**src/rtl/async_reset_reg_pipe.sv**
```systemverilog
// Enabled register delay line with per-stage valid tags and a priming flag.
// Every flop resets asynchronously; clr empties the pipe synchronously.
module async_reset_reg_pipe #(
  parameter int WIDTH = 8,
  parameter int DEPTH = 3,
  parameter logic [WIDTH-1:0] RESET_VALUE = '0,
  localparam int CW = $clog2(DEPTH + 1)
) (
  input  logic             clk,
  input  logic             rst,
  input  logic             en,
  input  logic             clr,
  input  logic [WIDTH-1:0] d,
  input  logic             d_valid,
  output logic [WIDTH-1:0] q,
  output logic             q_valid,
  output logic [CW-1:0]    valid_cnt,
  output logic             primed
);

  localparam logic [CW-1:0] FULL = CW'(DEPTH);

  logic [WIDTH-1:0] stage_q [DEPTH];
  logic [WIDTH-1:0] stage_d [DEPTH];
  logic [DEPTH-1:0] vld_q;
  logic [DEPTH-1:0] vld_d;
  logic [CW-1:0]    cnt_q;
  logic [CW-1:0]    cnt_d;
  logic             primed_q;
  logic             primed_d;

  // Data and tag next state: clear beats shift, shift beats hold.
  always_comb begin
    stage_d = stage_q;
    vld_d   = vld_q;
    if (clr) begin
      for (int i = 0; i < DEPTH; i++) begin
        stage_d[i] = RESET_VALUE;
      end
      vld_d = '0;
    end else if (en) begin
      stage_d[0] = d;
      vld_d[0]   = d_valid;
      for (int i = 1; i < DEPTH; i++) begin
        stage_d[i] = stage_q[i-1];
        vld_d[i]   = vld_q[i-1];
      end
    end
  end

  // Priming counter saturates at DEPTH so it never wraps back to unprimed.
  always_comb begin
    cnt_d = cnt_q;
    if (clr) begin
      cnt_d = '0;
    end else if (en && (cnt_q != FULL)) begin
      cnt_d = cnt_q + 1'b1;
    end
    primed_d = (cnt_d == FULL);
  end

  // Data stage registers with asynchronous reset to the programmed value.
  always_ff @(posedge clk or posedge rst) begin
    if (rst) begin
      for (int i = 0; i < DEPTH; i++) begin
        stage_q[i] <= RESET_VALUE;
      end
    end else begin
      for (int i = 0; i < DEPTH; i++) begin
        stage_q[i] <= stage_d[i];
      end
    end
  end

  // Valid tags, priming counter and primed flag.
  always_ff @(posedge clk or posedge rst) begin
    if (rst) begin
      vld_q    <= '0;
      cnt_q    <= '0;
      primed_q <= 1'b0;
    end else begin
      vld_q    <= vld_d;
      cnt_q    <= cnt_d;
      primed_q <= primed_d;
    end
  end

  // Popcount of the tags; CW is sized to hold DEPTH itself.
  always_comb begin
    valid_cnt = '0;
    for (int i = 0; i < DEPTH; i++) begin
      valid_cnt = valid_cnt + CW'(vld_q[i]);
    end
  end

  assign q       = stage_q[DEPTH-1];
  assign q_valid = vld_q[DEPTH-1];
  assign primed  = primed_q;

endmodule

```
**config.mk**
```make
export PLATFORM = sky130hd
export DESIGN_NAME = async_reset_reg_pipe
export DESIGN_NICKNAME = d
export VERILOG_FILES = /design/src/rtl/async_reset_reg_pipe.sv
export SDC_FILE = /design/constraint.sdc
export NUM_CORES = 1
export LEC_CHECK = 0
export BUFFER_PORTS_ARGS = -buffer_cell sky130_fd_sc_hd__buf_2
export CAP_MARGIN = 10
export CORE_ASPECT_RATIO = 1.25
export CORE_UTILIZATION = 25
export DETAILED_ROUTE_END_ITERATION = 10
export HOLD_SLACK_MARGIN = 0.1
export PLACE_DENSITY_LB_ADDON = 0.1
export SLEW_MARGIN = 40
export SYNTH_ARGS = -nofsm -noshare
export SYNTH_HDL_FRONTEND = slang
export SYNTH_SLANG_ARGS = --single-unit
```
**constraint.sdc**
```tcl
create_clock -name clk -period 1.15 [get_ports clk]
set_input_delay 0.0575 -clock clk [delete_from_list [all_inputs] [get_ports clk]]
set_output_delay 0.0575 -clock clk [all_outputs]
set_load 0.02 [all_outputs]
```
---- Yosys cells after proc, flatten, opt, wreduce, memory -nomap -nowiden ----
Index checks and enable logic that the tools add are counted.
word-level totals
  register bits after elaboration ......... 30
  input port bits ......................... 13
  output and inout port bits .............. 12
cells by class
  add/sub/neg operators ................... 3
  equality and inequality tests ........... 2
  muxes and demuxes ....................... 6
  reduce and logical (&&, ||, !) cells .... 2
operator list
  kind                                          number
  two-way mux 24 bit                            2
  two-way mux 3 bit                             2
  two-way mux 2 bit                             2
  adder 1 x 1 -> 2 bit                          1
  adder 2 x 1 -> 2 bit                          1
  adder 2 x 1 -> 2 bit, second input constant   1
  == test 2 bit, second input constant          1
  inequality test 2 bit, second input constant  1
  nonzero test 2 bit                            1
  logical AND 1 bit                             1

---- Logic depth before layout (Yosys ltp) ----
  word-level depth ........................ 5
  mapped depth ............................ 4
  gate-level depth less buffers ........... 4

---- Worst setup path before layout ----
Ideal clock, no wire load.
  kind .................................... reg2out
  start ................................... register vld_q[2]
  end ..................................... output valid_cnt[0]
  data arrival time ....................... 1.132 ns
  required time ........................... 1.092 ns
  path slack .............................. -0.040 ns
  stages on the path, launching flop included .. 2
  path buffers ............................ 0
  path through ............................ dfrtp_1 -> fa_1
on the way
  longest elaborated chain between the ends .. 1
ends and longest elaborated chain
  element                 line  RTL
  from (decl)             25    logic [DEPTH-1:0] vld_q;
  from (signal assigned)  82    vld_q <= vld_d;
  adder 2 x 1 -> 2 bit    92    valid_cnt = valid_cnt + CW'(vld_q[i]);
  to (decl)               17    output logic [CW-1:0] valid_cnt,
No other way between the ends.

---- Final worst setup path ----
  start ................................... register vld_q[0]
  end ..................................... output valid_cnt[0]
on the way
  longest elaborated chain between the ends .. 2
ends and longest elaborated chain
  element               line
  adder 1 x 1 -> 2 bit  92
  adder 2 x 1 -> 2 bit  92
No other way between the ends.

==> out/metrics.yaml <==
run_status:
  status: "complete, but fails checks"
  failed_checks: "negative setup slack"
die:
  initial_utilization_pct: 25.9
  ios: 25
  dieHeight_um: 83.1
  row_count: 29
  core_area_um2: 5080
  die_area_um2: 5560
  die_w_um: 66.9
setup_path:
  rrSetupSlack_ns: 0
  crit_end: "valid_cnt[0]"
  cp_data_required_time_ns: 1.09
  rr_startpoint: "cnt_q[1]"
  setup.worst_path.start: "vld_q[0]"
  r2r-end: "primed"
  reg2regPathDepth: 4
  cp_max_fo: 2
  start_kind: "flip-flop"
  end_kind: "output port"
  cp.arrival_ns: 1.36
  criticalPathCategory: "flip-flop to output port"
placement:
  place_worst_setup_slack_ns: -0.0254
  dp.final_hpwl_mm: 1.54
  io_buffer_count: 24
  placed_area_um2: 1470
  gp_congestion: 0.614
drt:
  ant_nets: 0
  drt-pass1-iter-count: 4
  routed_via_density: 4.19
  drt_iter0_drc: 15
  wl_mm: 2.40
  drc: 0
  dr_total_vias: 876
  wl_per_cell_um: 11.5
sta:
  skew_ns: 0.00255
  slew_headroom_pct: 63.7
  rsz0062_at_grt: "true"
  fin_ws_ns: -0.272
  tightest_slew_ns: 0.545
  timing.fmax_ghz: 0.703
  finalSetupViolCount: 2
  fin_crit_sh_pct: 124
  period_minus_slack_ns: 1.42
  slew_viol_final: 0
  hold_violations: 0
clock_tree:
  cts_tree: "built"
  insertion_delay_ns: 0.28
  cts_max_path_buffers: 2
  htree_levels: 2
  clk_pin_slew_ns: 0.06
  cts-root-buf: "clkbuf_8"
  cts_buffers: 5
  clkSinkCount: 30
cells_and_area:
  nets: 161
  multi_input_area_um2: 475
  antenna_cells: 0
  final_util_pct: 33.6
  fillers: 532
  final_area_um2: 1710
  drive_above_1_share_pct: 30.6
  final_cell_mix: "nor2_1 (30), dfrtp_1 (30), mux2i_1 (28), buf_2 (22)"
  area_delta_synth_final_pct: 29.7
  seq_area_um2: 751
power_and_ir_drop:
  vdd_drop_max_v: 0.000836
  finalPower_w: 0.00227
  p_leak_nw: 0.914
  pwr_density_cell_nw_per_um2: 1330
hold_path:
  min_path_type: "primary input to flip-flop"
synth:
  postSynthAreaPerCell_um2: 12.1
  synthesis.area_um2: 1320
  syn_nets: 124
  synth_seq_cells: 30
  ys_types: 13
  yosys_warnings: 0
  synth_cells: 109
  ys_seq_area_share_pct: 57.0
global_route:
  grt_pass1_wl_mm: 4.06
  antenna_found_initial: 0
  grt_usage_pct: 9.78
  grt_start_max_net_pins: 31
  grt_overflow: 0
  grt_pass1_vias: 873
flow_run:
  maxCapViolations: 0
-- where the power goes --
| group | leakage, nW | internal (W) | switching (W) |
|---|---|---|---|
| combinational | 0.457 | 0.000144 | 0.000137 |
| sequential | 0.409 | 0.00110 | 0.0000245 |
| clock | 0.0482 | 0.000482 | 0.000380 |
-- registers in the layout, indices dropped and copies added, names as in the netlist --
name / cells
stage_q: 16
q: 8
vld_q: 3
cnt_q: 2
primed: 1
-- how the worst min path moves through the flow --
stage          startpoint          end  depth (start not counted)
2_1_floorplan         rst     cnt_q[0]                          1
3_3_place_gp          rst  stage_q[23]                          3
3_5_place_dp          rst         q[6]                          3
4_1_cts                en     cnt_q[0]                          4
5_1_grt                en     cnt_q[0]                          4
6_report               en     cnt_q[0]                          4
-- synthesized netlist by cell type, drive strengths merged --
master	n	area, µm²
xor2	1	8.76
inv	1	3.75
ha	1	12.5
mux2i	28	280
buf	11	93.8
fa	1	20.0
a31oi	1	6.26
dfrtp	30	751
nor4bb	1	10.0
nor2	30	113
nand2b	1	6.26
clkbuf	3	11.3
-- logic make-up (layout without fill, tap and decap cells) --
logic type / after synthesis / count (layout) / synth area share (%)
flops: 30 / 30 / 57.0
buf+inv: 15 / 53 / 8.27
simple gates: 32 / 32 / 9.79
xor+xnor: 1 / 1 / 0.666
mux: 28 / 28 / 21.3
compound gates: 1 / 1 / 0.476
fa+ha+maj: 2 / 2 / 2.47
-- routing by layer --
layer	vias to the layer above	track usage, %	wire length [µm]
met5	-	0	0
met4	0	5.22	56
met3	5	3.98	133
met2	19	14.2	1120
met1	426	12.1	1090
li1	426	-	-
-- worst max-delay path, stage by stage (launching register included) --
cell     delay, ns
dfrtp_1       0.40
fa_2          0.58
buf_6         0.11
-- final cells by class --
cell class | count | share of cell area, %
inverter | 1 | 0.220
tap | 62 | 4.55
timing repair buffer | 44 | 18.0
multi-input combinational | 64 | 27.9
sequential | 30 | 44.0
clock inverter | 1 | 0.293
clock buffer | 7 | 5.06
-- metrics by stage --
stage	setup TNS, ns	std cells	hold slack [ns]
global route	-0.523	209	0.219
CTS	-0.433	207	0.197
finish	-0.381	209	0.200
global placement	0	189	0.158
floorplan	0	109	0.148
detailed placement	-0.0361	189	0.164
-- repair_timing --
item,CTS,global route
gates resized for setup,6,1
buffers inserted,0,2
setup endpoints to repair,5,5
hold buffers,10,0
hold endpoints to repair,39,0
pin swaps,3,0
Power figures use the tool's default switching activity.
